$ cat config.mk
export PLATFORM = sky130hd
export DESIGN_NAME = tlul_err_resp_mo
export DESIGN_NICKNAME = d
export VERILOG_FILES = /design/src/rtl/top_pkg.sv /design/src/rtl/tlul_pkg.sv /design/src/rtl/tlul_err_fifo.sv /design/src/rtl/tlul_err_resp_mo.sv
export SDC_FILE = /design/constraint.sdc
export NUM_CORES = 1
export LEC_CHECK = 0
export ABC_AREA = 1
export BUFFER_PORTS_ARGS = -buffer_cell sky130_fd_sc_hd__buf_2
export CORE_MARGIN = 8
export CORE_UTILIZATION = 39
export DETAILED_ROUTE_END_ITERATION = 12
export PLACE_DENSITY = 0.78
export SYNTH_ARGS = -nofsm -noshare
export SYNTH_HDL_FRONTEND = slang
export SYNTH_HIERARCHICAL = 1
export SYNTH_SLANG_ARGS = --single-unit
$ cat constraint.sdc
create_clock -name clk_i -period 3.8 [get_ports clk_i]
set_input_delay 0.95 -clock clk_i [delete_from_list [all_inputs] [get_ports clk_i]]
set_output_delay 0.95 -clock clk_i [all_outputs]
set_load 0.02 [all_outputs]
$ cat src/rtl/top_pkg.sv
// Bus-wide TL-UL geometry shared by every TL-UL block.
package top_pkg;
  localparam int TL_AW  = 32;
  localparam int TL_DW  = 32;
  localparam int TL_AIW = 8;
  localparam int TL_DIW = 1;
  localparam int TL_AUW = 4;
  localparam int TL_DUW = 4;
  localparam int TL_DBW = TL_DW / 8;
  localparam int TL_SZW = 2;
endpackage

$ cat src/rtl/tlul_pkg.sv
// TL-UL channel types plus the queued error-response entry used by the error responders.
package tlul_pkg;
  typedef enum logic [2:0] {
    PutFullData    = 3'h0,
    PutPartialData = 3'h1,
    Get            = 3'h4
  } tl_a_op_e;

  typedef enum logic [2:0] {
    AccessAck     = 3'h0,
    AccessAckData = 3'h1
  } tl_d_op_e;

  localparam logic [top_pkg::TL_DW-1:0] DataWhenError = {top_pkg::TL_DW{1'b1}};

  typedef struct packed {
    logic                        a_valid;
    tl_a_op_e                    a_opcode;
    logic [2:0]                  a_param;
    logic [top_pkg::TL_SZW-1:0]  a_size;
    logic [top_pkg::TL_AIW-1:0]  a_source;
    logic [top_pkg::TL_AW-1:0]   a_address;
    logic [top_pkg::TL_DBW-1:0]  a_mask;
    logic [top_pkg::TL_DW-1:0]   a_data;
    logic [top_pkg::TL_AUW-1:0]  a_user;
    logic                        d_ready;
  } tl_h2d_t;

  typedef struct packed {
    logic                        d_valid;
    tl_d_op_e                    d_opcode;
    logic [2:0]                  d_param;
    logic [top_pkg::TL_SZW-1:0]  d_size;
    logic [top_pkg::TL_AIW-1:0]  d_source;
    logic [top_pkg::TL_DIW-1:0]  d_sink;
    logic [top_pkg::TL_DW-1:0]   d_data;
    logic [top_pkg::TL_DUW-1:0]  d_user;
    logic                        d_error;
    logic                        a_ready;
  } tl_d2h_t;

  typedef struct packed {
    logic [top_pkg::TL_AIW-1:0] source;
    logic [top_pkg::TL_SZW-1:0] size;
    tl_a_op_e                   opcode;
  } tl_err_entry_t;

  // Only Get carries data back; every other encoding, legal or not, is acked without data.
  function automatic tl_d_op_e err_resp_opcode(input tl_a_op_e op);
    return (op == Get) ? AccessAckData : AccessAck;
  endfunction
endpackage

$ cat src/rtl/tlul_err_fifo.sv
// In-order FIFO of pending error-response entries; pointers wrap modulo Depth (any Depth >= 1).
module tlul_err_fifo
  import tlul_pkg::*;
#(
  parameter int Depth = 2,
  parameter int PtrW  = $clog2(Depth + 1)
) (
  input  logic            clk_i,
  input  logic            rst_i,
  input  logic            push,
  input  tl_err_entry_t   wdata,
  input  logic            pop,
  output tl_err_entry_t   rdata,
  output logic            full,
  output logic            empty,
  output logic [PtrW-1:0] occupancy
);
  localparam int              IdxW     = (Depth > 1) ? $clog2(Depth) : 1;
  localparam logic [IdxW-1:0] LastIdx  = IdxW'(Depth - 1);
  localparam logic [PtrW-1:0] DepthCnt = PtrW'(Depth);

  tl_err_entry_t   mem [Depth];
  logic [IdxW-1:0] wptr, rptr;
  logic [PtrW-1:0] count;
  logic            do_push, do_pop;

  assign full      = (count == DepthCnt);
  assign empty     = (count == '0);
  assign occupancy = count;
  assign do_push   = push && !full;
  assign do_pop    = pop && !empty;
  assign rdata     = mem[rptr];

  // NOTE: storage has no reset; an entry is only read once count says it was written.
  always_ff @(posedge clk_i) begin
    if (do_push) mem[wptr] <= wdata;
  end

  // NOTE: state registers use non-blocking assignment so every reader sees pre-edge values.
  always_ff @(posedge clk_i) begin
    if (rst_i) begin
      wptr  <= '0;
      rptr  <= '0;
      count <= '0;
    end else begin
      if (do_push) wptr <= (wptr == LastIdx) ? '0 : wptr + 1'b1;
      if (do_pop)  rptr <= (rptr == LastIdx) ? '0 : rptr + 1'b1;
      if (do_push && !do_pop)      count <= count + 1'b1;
      else if (do_pop && !do_push) count <= count - 1'b1;
    end
  end

  a_no_push_full: assert property (@(posedge clk_i) disable iff (rst_i) push |-> !full);
  a_occ_bound:    assert property (@(posedge clk_i) disable iff (rst_i) count <= DepthCnt);
endmodule

$ cat src/rtl/tlul_err_resp_mo.sv
// Multi-outstanding TL-UL error responder: queues up to Depth requests, answers each in order
// with d_error=1, and counts accepted requests in a saturating counter.
module tlul_err_resp_mo
  import tlul_pkg::*;
#(
  parameter int                         Depth   = 2,
  parameter logic [top_pkg::TL_DW-1:0]  ErrData = DataWhenError,
  parameter int                         CntW    = 16,
  parameter int                         PtrW    = $clog2(Depth + 1)
) (
  input  logic            clk_i,
  input  logic            rst_i,
  input  tl_h2d_t         tl_h_i,
  output tl_d2h_t         tl_h_o,
  input  logic            cnt_clr_i,
  output logic [CntW-1:0] err_cnt_o,
  output logic [PtrW-1:0] occupancy_o
);
  localparam logic [CntW-1:0] CntMax = '1;

  tl_err_entry_t push_entry, head;
  logic          full, empty, accept, respond;

  assign push_entry = '{source: tl_h_i.a_source, size: tl_h_i.a_size, opcode: tl_h_i.a_opcode};
  // a_ready depends on registered occupancy only, so a same-cycle pop never frees a slot.
  assign accept  = tl_h_i.a_valid && !full;
  assign respond = !empty && tl_h_i.d_ready;

  tlul_err_fifo #(.Depth(Depth), .PtrW(PtrW)) u_fifo (
    .clk_i     (clk_i),
    .rst_i     (rst_i),
    .push      (accept),
    .wdata     (push_entry),
    .pop       (respond),
    .rdata     (head),
    .full      (full),
    .empty     (empty),
    .occupancy (occupancy_o)
  );

  // NOTE: the whole output struct gets a default first so no field can infer a latch.
  always_comb begin
    tl_h_o         = '0;
    tl_h_o.a_ready = !full;
    tl_h_o.d_valid = !empty;
    if (!empty) begin
      tl_h_o.d_opcode = err_resp_opcode(head.opcode);
      tl_h_o.d_size   = head.size;
      tl_h_o.d_source = head.source;
      tl_h_o.d_error  = 1'b1;
      tl_h_o.d_data   = (head.opcode == Get) ? ErrData : '0;
    end
  end

  always_ff @(posedge clk_i) begin
    if (rst_i)                                 err_cnt_o <= '0;
    else if (cnt_clr_i)                        err_cnt_o <= accept ? CntW'(1) : '0;
    else if (accept && (err_cnt_o != CntMax))  err_cnt_o <= err_cnt_o + 1'b1;
  end

  logic unused_fields;
  assign unused_fields = ^{tl_h_i.a_param, tl_h_i.a_address, tl_h_i.a_mask,
                           tl_h_i.a_data, tl_h_i.a_user};

  a_dvalid_hold: assert property (@(posedge clk_i) disable iff (rst_i)
    (tl_h_o.d_valid && !tl_h_i.d_ready) |=> (tl_h_o.d_valid && $stable(head)));
endmodule

==> results.json <==
{
  "status": "finished clean",
  "final-max-slew-violation-count": 0,
  "regToRegEndpoint": "u_fifo/occupancy[1]$_SDFFE_PP0P_",
  "cts_made_buffers": 5,
  "syn_area_per_cell_um2": 8.38,
  "worstPathRequired_ns": 2.85,
  "ys_seq_elements": 47,
  "drt-initial-drc-count": 59,
  "vias": 2078,
  "wl_per_cell_um": 12.6,
  "crit_start": "u_fifo/occupancy[0]$_SDFFE_PP0P_",
  "critical_path_class": "register to primary output",
  "worstPathArrival_ns": 2.06,
  "seqPwrFrac": 0.392,
  "min_period_over_period": 0.793,
  "antenna_found_initial": 0,
  "p_int_w": 0.00102,
  "tightest_slew_ns": 0.823,
  "drt_wl_total_um": 5650,
  "track_usage": 0.115,
  "holdWs_ns": 0.507,
  "num_antenna_cells": 0,
  "hold_viol": 0,
  "cts_tree": "done",
  "port_buffers": 81,
  "place.gp.congestion": 0.875,
  "max_slew_margin": 0.449,
  "rsz0062_at_grt": "false",
  "grt-ovfl-total": 0,
  "ios": 167,
  "netSwitchingPower_w": 0.000678,
  "crit_fanout": 33,
  "drc_errors": 0,
  "max_freq_ghz": 0.332,
  "crit_path_top_delay_cell": "nor2_1",
  "drive_gt1_frac": 0.291,
  "cts_buffer_depth": 2,
  "yosysTopAreaCell": "edfxtp_1",
  "clock_latency_ns": 0.30,
  "yosysUniqueCellTypes": 27,
  "grt_pass1_vias": 2043,
  "rows": 30,
  "cts_sinks": 47,
  "first_pass_iters": 4,
  "synth_edf_count": 26,
  "cp-end-kind": "primary output",
  "p_leak_nw": 1.42,
  "total_power_w": 0.00170,
  "synth_common_cells": "51 x nand2_1, 46 x nor2_1, 44 x buf_4",
  "ys_warn_count": 6,
  "synth_ff_type": "edfxtp_1",
  "rr_worst_depth": 9,
  "postRouteAntennaNets": 0,
  "yosysMostFrequentCell": "nand2_1",
  "cap_violations": 0,
  "ys_seq_area_frac": 0.458,
  "synth_top_area_frac": 0.298,
  "synthArstFlopShare": 0,
  "p_per_area_nw_per_um2": 573,
  "post_cts.repair.setup_buffers": 0,
  "crit_end": "tl_h_o[10]",
  "tns_ns": 0,
  "dp_hpwl_um": 4330,
  "hold_buffers": 0,
  "ctsResizeCount": 0,
  "start_kind": "register",
  "fin_crit_ns": 3.01,
  "skew_ns": 0.00847,
  "holdCritStartpoint": "err_cnt_o[7]$_SDFFE_PP0P_",
  "area_growth_pct": 13.2,
  "comb_power_share": 0.388,
  "start_util": 0.395,
  "cts_root_buf": "clkbuf_8",
  "syn_area_um2": 2620,
  "netlist_instances": 313,
  "path_clk_slew_ns": 0.09,
  "die_w_um": 98.0,
  "die-area_um2": 9610,
  "setup_viol": 0,
  "core_region_area_um2": 6640,
  "crit_chain": "nor2_1, inv_1, nand2_1, nor3_2, buf_4, buf_2",
  "fp.dieH_um": 98.0,
  "timing.rr.start": "u_fifo/occupancy[0]$_SDFFE_PP0P_",
  "clkPwrFrac": 0.220,
  "r2r_setup_slack_ns": 1.77,
  "vias_per_cell": 4.64,
  "p_sw_frac": 0.398,
  "grt_pass1_wl_um": 9220,
  "max_stage_delay_ns": 0.68,
  "grt_max_degree": 34,
  "peakVddDrop_v": 0.000191,
  "ys_top_cells_by_area": "edfxtp_1 30%, dfxtp_1 16%, buf_4 13%",
  "nNetsFinal": 462,
  "worstHoldPathType": "register to register",
  "ctsHtreeMaxLevel": 2
}
metrics by stage:
| stage | instance area (um2) | instances | utilization | worst slack [ns] |
|---|---|---|---|---|
| floorplan | 2660 | 322 | - | 0.377 |
| global placement | 2850 | 440 | 0.429 | 1.10 |
| detailed placement | 2850 | 440 | 0.429 | 1.02 |
| CTS | 2970 | 448 | 0.447 | 0.688 |
| global route | 2970 | 448 | 0.447 | 0.535 |
| finish | 2970 | 448 | 0.447 | 0.786 |
how the worst min path moves through the flow:
stage | endpoint | slack [ns] | depth (start not counted)
after floorplan | u_fifo/wptr$_SDFFE_PP0P_ | 0.47 | 2
after global placement | err_cnt_o[7]$_SDFFE_PP0P_ | 0.48 | 2
after detailed placement | err_cnt_o[7]$_SDFFE_PP0P_ | 0.50 | 2
after CTS | err_cnt_o[7]$_SDFFE_PP0P_ | 0.51 | 2
after global routing | err_cnt_o[7]$_SDFFE_PP0P_ | 0.54 | 2
final | err_cnt_o[7]$_SDFFE_PP0P_ | 0.51 | 2
sequential cells by signal, summed over array words and instances (netlist names), named ones only:
| name | flops |
|---|---|
| u_fifo/wptr | 1 |
| u_fifo/mem | 26 |
| u_fifo/occupancy | 2 |
| u_fifo/rptr | 1 |
| err_cnt_o | 16 |
power by group through the flow:
stage               clock network, W  logic (W)  registers [W]
global placement                   0   0.000657       0.000675
global route                0.000410   0.000724       0.000677
detailed placement                 0   0.000669       0.000680
floorplan                          0   0.000541       0.000678
finish                      0.000375   0.000661       0.000667
CTS                         0.000385   0.000669       0.000668
area by class of cell:
| type | instances | area [um2] |
|---|---|---|
| flip-flops and latches | 47 | 1200 |
| inverters | 44 | 166 |
| repair buffers | 84 | 428 |
| clock inverters | 3 | 47.5 |
| clock buffers | 5 | 68.8 |
| multi-input cells | 185 | 957 |
| fillers | 643 | 3670 |
| well taps | 80 | 100 |
metal layers:
layer | wire, um | vias to the layer above | track usage
li1 | - | 1046 | -
met4 | 53 | 0 | 0.0348
met2 | 2610 | 89 | 0.199
met5 | 0 | - | 0
met1 | 2350 | 937 | 0.116
met3 | 634 | 6 | 0.0626
cells by family after synthesis:
logic type      Yosys count  share of synthesized area
xor+xnor                  5                     0.0167
simple gates            131                      0.212
mux                      13                     0.0558
flops                    47                      0.458
compound gates           24                     0.0548
buf+inv                  90                      0.192
fa+ha+maj                 2                    0.00954
other cells               1                    0.00143
critical path: cells and delay by family, from the launching register on:
family        cells  cell delay [ns]
simple gates      3             0.83
buf+inv           3             0.52
flops             1             0.41
placed cells by master, fill, tap and decap left out:
master / synthesis / final
buf_2: 0 / 81
nand2_1: 51 / 51
nor2_1: 46 / 46
inv_1: 41 / 41
edfxtp_1: 26 / 26
nand3_1: 23 / 23
dfxtp_1: 21 / 21
conb_1: 1 / 10
mux2_1: 10 / 10
a21oi_1: 9 / 9
o21ai_0: 5 / 5
xor2_1: 5 / 5
o21ai_1: 5 / 5
clkbuf_8: 0 / 5
nand4_1: 3 / 3
buf_4: 44 / 3
mux2_2: 3 / 3
nor2_2: 2 / 2
nand2_4: 2 / 2
o21bai_1: 2 / 2
ha_1: 2 / 2
inv_2: 2 / 2
o21ai_2: 2 / 2
nor3_2: 0 / 1
nand2_2: 1 / 1
o21ai_4: 1 / 1
clkinv_2: 1 / 1
nor3_1: 2 / 1
inv_6: 0 / 1
clkinv_4: 0 / 1
bufinv_16: 0 / 1
and2_1: 1 / 1
Note: power is estimated with default switching activity, not from simulation.
